==> src/rtl/subleq_loader.sv <==
// Boot loader: assembles a big-endian byte stream (count header, then words)
// into memory writes from address 0, holding the CPU in reset until complete.
module subleq_loader #(
    parameter int WORD_SIZE  = 16,
    parameter int ADDR_WIDTH = 16,
    parameter int MEM_WORDS  = 256
) (
    input  logic                  clk,
    input  logic                  areset,
    input  logic [7:0]            in_data,
    input  logic                  in_valid,
    output logic                  in_ready,
    output logic                  mem_we,
    output logic [ADDR_WIDTH-1:0] mem_addr,
    output logic [WORD_SIZE-1:0]  mem_wdata,
    output logic                  cpu_hold,
    output logic                  done,
    output logic                  err
);

    typedef enum logic [2:0] {
        CNT_HI,
        CNT_LO,
        DATA_HI,
        DATA_LO,
        WRITE,
        DONE,
        ERR
    } state_t;

    state_t                  state, state_nxt;
    logic [15:0]             count;
    logic [ADDR_WIDTH-1:0]   addr;
    logic [WORD_SIZE-1:0]    word;
    logic                    accept;
    logic [15:0]             count_full;
    logic                    last_word;

    assign accept     = in_valid && in_ready;
    assign count_full = {count[15:8], in_data};
    // Compare at 32 bits so neither the count nor addr is ever truncated.
    assign last_word  = (32'(addr) == (32'(count) - 32'd1));

    always_ff @(posedge clk) begin
        if (areset) begin
            state <= CNT_HI;
        end else begin
            state <= state_nxt;
        end
    end

    always_comb begin
        state_nxt = state;
        case (state)
            CNT_HI:  if (accept) state_nxt = CNT_LO;
            CNT_LO: begin
                if (accept) begin
                    if (count_full == 16'd0)
                        state_nxt = DONE;
                    else if (32'(count_full) > 32'(MEM_WORDS))
                        state_nxt = ERR;
                    else
                        state_nxt = DATA_HI;
                end
            end
            DATA_HI: if (accept) state_nxt = DATA_LO;
            DATA_LO: if (accept) state_nxt = WRITE;
            WRITE:   state_nxt = last_word ? DONE : DATA_HI;
            DONE:    state_nxt = DONE;
            ERR:     state_nxt = ERR;
            default: state_nxt = CNT_HI;
        endcase
    end

    always_ff @(posedge clk) begin
        if (areset) begin
            count <= '0;
            addr  <= '0;
            word  <= '0;
        end else begin
            if (accept) begin
                case (state)
                    CNT_HI:  count[15:8] <= in_data;
                    CNT_LO: begin
                        count[7:0] <= in_data;
                        addr       <= '0;
                    end
                    DATA_HI: word[15:8] <= in_data;
                    DATA_LO: word[7:0]  <= in_data;
                    default: ;
                endcase
            end
            if (state == WRITE && !last_word)
                addr <= addr + 1'b1;
        end
    end

    always_comb begin
        in_ready = 1'b0;
        mem_we   = 1'b0;
        cpu_hold = 1'b1;
        done     = 1'b0;
        err      = 1'b0;
        case (state)
            CNT_HI, CNT_LO, DATA_HI, DATA_LO: in_ready = 1'b1;
            WRITE: mem_we = 1'b1;
            DONE: begin
                done     = 1'b1;
                cpu_hold = 1'b0;
            end
            ERR: err = 1'b1;
            default: ;
        endcase
    end

    assign mem_addr  = addr;
    assign mem_wdata = word;

endmodule

==> config.mk <==
export PLATFORM = sky130hd
export DESIGN_NAME = subleq_loader
export DESIGN_NICKNAME = d
export VERILOG_FILES = /design/src/rtl/subleq_loader.sv
export SDC_FILE = /design/constraint.sdc
export NUM_CORES = 1
export LEC_CHECK = 0
export ABC_AREA = 1
export CAP_MARGIN = 20
export CORE_MARGIN = 2
export CORE_UTILIZATION = 54
export DETAILED_ROUTE_END_ITERATION = 10
export PLACE_DENSITY = 0.85
export SYNTH_ARGS = -nofsm -noshare
export SYNTH_HDL_FRONTEND = slang
export SYNTH_SLANG_ARGS = --single-unit
==> constraint.sdc <==
create_clock -name clk -period 2.2 [get_ports clk]
set_clock_uncertainty 0.1 [all_clocks]
set_input_delay 0.66 -clock clk [delete_from_list [all_inputs] [get_ports clk]]
set_output_delay 0.66 -clock clk [all_outputs]
set_load 0.01 [all_outputs]
# ---- Word level (Yosys, flattened, before mapping)
# Index checks and enable logic that the tools add are counted.
dict set report totals {
  out_inout_bits 37
  input_bits 11
  wordCells 50
  register_bits 51
}
dict set report op_classes {
  n_addsub 2
  n_mux 16
  n_lt_le_gt_ge 1
  n_reduce_logical 14
  n_eq_ne 11
}
# op count
set ops {}
lappend ops {{16-bit 2-to-1 mux} 3}
lappend ops {{16-bit by 32-bit equality test with 1-bit output} 1}
lappend ops {{3-bit 2-to-1 mux} 7}
lappend ops {{3-bit one-hot mux with 7 select lines} 1}
lappend ops {{16-bit by 1-bit subtractor with 17-bit output, second input constant} 1}
lappend ops {{16-bit by 1-bit adder with 16-bit output, second input constant} 1}
lappend ops {{16-bit by 9-bit greater-than comparator with 1-bit output, second input constant} 1}
lappend ops {{16-bit logical NOT} 1}
lappend ops {{2-bit AND reduction} 5}
lappend ops {{3-bit equality test, second input constant} 3}
lappend ops {{2-bit != test, second input constant} 4}
lappend ops {{3-bit by 2-bit equality test with 1-bit output, second input constant} 2}
lappend ops {{1-bit 2-to-1 mux} 5}
lappend ops {{4-bit AND reduction} 1}
lappend ops {{2-bit nonzero test} 2}
lappend ops {{4-bit OR reduction} 1}
lappend ops {{3-bit by 1-bit equality test with 1-bit output, second input constant} 1}
lappend ops {{3-bit logical NOT} 1}
lappend ops {{1-bit logical AND} 2}
lappend ops {{1-bit logical NOT} 1}

# ---- Depth between registers and ports, before layout
dict set report depth {
  word_depth 6
  depth_mapped 18
  depth_no_buf 17
}

# ---- Least setup slack after synthesis
# Ideal clock, no wire load.
dict set report synth_timing {
  kind {reg-to-output}
  start {register state[2]}
  end {output port mem_we}
  path_stages_with_launch 4
  path_buffers 1
  slack_ns 0.179
  arrival_ns 1.261
  required_time_ns 1.440
  cell_sequence {dfxtp_1 > inv_1 > nor2_2 > clkbuf_1}
}
dict set report synth_between {
  elab_chain_len 2
}
# item line
set synth_lines {}
lappend synth_lines {{from (decl)} 31} ;# state_t state, state_nxt;
lappend synth_lines {{from (signal assigned)} 48} ;# state <= state_nxt;
lappend synth_lines {{3-bit equality test} 104} ;# case (state)
lappend synth_lines {{1-bit 2-to-1 mux} 104}
lappend synth_lines {{to (decl)} 13} ;# output logic mem_we,
# Every way passes these cells.

# ---- Worst setup path after layout
dict set report layout_timing {
  start {register addr[7], in the netlist mem_addr[7]}
  end {output port mem_addr[7]}
}
# item line
set layout_rtl {}
lappend layout_rtl {{from (decl)} 33} ;# logic [ADDR_WIDTH-1:0] addr;
lappend layout_rtl {{from (signal assigned)} 94} ;# addr <= addr + 1'b1;
lappend layout_rtl {{to (decl)} 14} ;# output logic [ADDR_WIDTH-1:0] mem_addr,
# No word-level cell between the ends.

==> impl_summary.log <==
INFO  metric run_status = finished, final reports clean
INFO  metric gr-total-overflow = 0
INFO  metric fp.dieW = just under 80 um
INFO  metric worst_slew_pin_slew = 0.368 ns
INFO  metric finished_layout_cells = approximately 580
INFO  metric post_synthesis_instance_area = 3050 um^2
INFO  metric route.detailed.drc = 0
INFO  metric die_height = between 70 and 80 um
INFO  metric worst_setup_hold_path_clk_slew = 0.10 ns
INFO  metric gr-usage-met1 = a little under a third
INFO  metric worstHoldPathType = register to register
INFO  metric grt_max_degree = 39
INFO  metric antenna-diode-count = 0
INFO  metric final.fill_count = around 460
INFO  metric maxCapViolations = 0
INFO  metric synth-async-reset-ratio = 0%
INFO  metric vias_per_cell = between 5 and 6
INFO  metric powerDensity = 587 nW/um^2
INFO  metric max-vdd-ir-drop = 0.369 mV
INFO  metric cts_tree = built
INFO  metric final.min_clock_period = roughly 2.2 ns
INFO  metric grt_usage = between 20 and 30%
INFO  metric syn2layout_area_growth = 32.4%
INFO  metric final_nets = about 520
INFO  metric htreeDepth = 2
INFO  metric start_kind = register
INFO  metric synth_top_flop_cell = dfxtp_1
INFO  metric crit_path_end_kind = output pin
INFO  metric rsz0062_at_grt = true
INFO  metric grt_antenna_before_repair = 0
INFO  metric synth_nets = around 450
INFO  metric clkSinkCount = about 50
INFO  metric std_cell_rows = 27
INFO  metric critPathMaxStageDelay = approximately 0.6 ns
INFO  metric grt_pass1_wl = 13,900 um
INFO  metric cts_buffer_depth = 2
INFO  metric clkLatencyLatePin = 0.32 ns
INFO  metric groute.layer.met3.usage = approximately 5.8%
INFO  metric reg2reg_from = count[0]
INFO  metric detail_route.iter0.violations = between 200 and 250
INFO  metric whs_endpoint = state[1]
INFO  metric route.detailed.wl_per_inst = 15.0 um
INFO  metric max_freq = around 460 MHz
INFO  metric totalWireLength = roughly 8700 um
INFO  metric number_of_cells_in_the_design_after_placement = approximately 570
INFO  metric ctsRootBufferMaster = clkbuf_8
INFO  metric count_of_antenna_violating_nets_left_after_detailed_routing = 0
INFO  metric required = about 1.4 ns
INFO  metric timing.setup.tns = 0 ns
INFO  metric worst_hold_path.num_cells = 2
INFO  metric crit_fanout = 7
INFO  metric standard_cell_with_the_maximum_stage_delay_on_the_critical_path = clkdlybuf4s50_1
INFO  metric worst-r2r-cell-count = 15
INFO  metric synth.ff_latch_count = 51
INFO  metric power.leakage = around 0.0017 uW
INFO  metric cts_inserted_buffers = 5
INFO  metric timing.final.max_slew_violations = 0
INFO  metric synth.yosys.warnings = 0
INFO  metric synth-seq-area-share = roughly a third
INFO  metric slew_headroom = about three quarters
INFO  metric crit_type = register to output pin
INFO  metric timing.critical_path.buf_inv = 1
INFO  metric synth_edf_count = 0
INFO  metric top_level_ports = between 40 and 50
INFO  metric gpl.final_weighted_congestion = 0.952
INFO  metric hpwl = around 6000 um
INFO  metric period_share = between 90% and 100%
INFO  metric timing.critical_path.max_delay_family = buffers and inverters
INFO  metric layout.cells.most_common_list = nand2_1, nor2_1, dfxtp_1, clkdlybuf4s50_1
INFO  metric place.port_buffers = 47
INFO  metric post_synth_inst_count = between 400 and 500
INFO  metric met2_usage = between 50% and 60%
INFO  metric core_area = around 5500 um^2
INFO  metric crit_chain = clkdlybuf4s50_1
INFO  metric r2r_end = mem_addr[15]
INFO  metric grt_busiest_layer = met2
INFO  metric drive_above_1_share = about a fifth
INFO  metric timing.final.setup_violations = 0
INFO  metric postSynthAreaPerCell = 6.98 um^2
INFO  metric dieArea = 6260 um^2
INFO  metric start_util = 55.6%
INFO  metric drt_first_pass_iters = 5
INFO  metric worst-r2r-setup-slack = 0.01 ns
INFO  metric first_global_vias = 3,188
INFO  metric synth.distinct_cells = 32
INFO  metric hold_start = state[1]
INFO  metric mostFrequentLayoutCell = nand2_1
INFO  metric report.final.hold_viol_count = 0
INFO  metric vias = between 3,000 and 4,000
INFO  metric critical_path_arrival = 1.44 ns
## cell usage after synthesis (3+ instances only)
cell       n  area [um^2]
nand2_1   72          270
dfxtp_1   51         1020
nor2_1    47          176
inv_1     40          150
a21oi_1   38          190
o21ai_0   38          190
nand3_1   36          180
xor2_1    17          149
clkbuf_1  10         37.5
nand3_2   10          100
a21oi_2    9         78.8
nor3_1     8         40.0
buf_2      7         35.0
nand3b_1   7         52.6
nand4_1    7         43.8
nor2_2     6         37.5
xnor2_1    6         52.6
nand2_2    5         31.3
nor2_4     4         45.0
clkinv_1   3         11.3
## how the worst max path moves through the flow
stage	startpoint	to	slack [ns]	depth (start not counted)
5_1_grt	count[8]	mem_addr[7]	-0.08	11
6_report	mem_addr[7]	mem_addr[7]	0.004	1
4_1_cts	count[0]	mem_addr[7]	0.009	15
3_5_place_dp	count[0]	mem_addr[6]	0.02	15
3_3_place_gp	in_valid	mem_addr[0]	0.08	9
2_1_floorplan	state[2]	mem_we	0.18	3
## report_power, final
| group | internal, uW | total, uW | switching [uW] |
|---|---|---|---|
| logic | 294 | 733 | 440 |
| registers | 978 | 1040 | 64.6 |
| clock network | 234 | 592 | 357 |
| total | 1510 | 2370 | 862 |
## logic make-up after synthesis
group,Yosys count,share of synthesized area (%)
AND/OR/NAND/NOR,206,33.6
flip-flops,51,33.5
buffers and inverters,65,9.08
AO/OA/AOI/OAI,88,15.8
adder cells (fa/ha/maj),2,0.822
XOR/XNOR,24,7.15
## per-layer routing
metal | vias up | part of all wire [%]
li1 | 1579 | -
met1 | 1516 | 42
met2 | 130 | 51
met3 | 22 | 5.4
met4 | 0 | 2.0
met5 | - | 0
## tightest hold or removal path: cells and delay by family, from the launching register on
family	cells	cell delay [ns]
and+or+nand+nor	2	0.13
DFF	1	0.35
## final cells by class
cell class	count	area (um^2)	share of cell area, %
clock buffer	5	68.8	1.71
clock inverter	3	27.5	0.683
inverter	45	169	4.19
multi-input combinational	322	1850	45.8
sequential	51	1030	25.6
tap	72	90.1	2.23
timing repair buffer	84	798	19.8
## registers in the layout (all words and copies together) (netlist names)
name	count
count	16
mem_addr	16
state	3
mem_wdata	16
## metrics by stage
step	utilization [%]	power [uW]	hold WS (ns)	setup slack [ns]	instance area [um^2]
global placement	68.9	1690	0.397	0.0777	3770
finish	73.7	2370	0.410	0.00357	4030
floorplan	-	1520	0.373	0.179	3050
detailed placement	68.9	1710	0.411	0.0151	3770
global route	73.7	2490	0.438	-0.0778	4030
CTS	71.3	2300	0.402	0.00853	3900
## timing repair
action                                  in CTS  in global routing
hold buffers                                 0                  0
gates resized for setup                     12                 19
pin swaps                                    3                 17
setup buffers                                1                  4
cloned                                       1                  2
endpoints found under the setup margin      22                 19
Power figures use the tool's default switching activity.
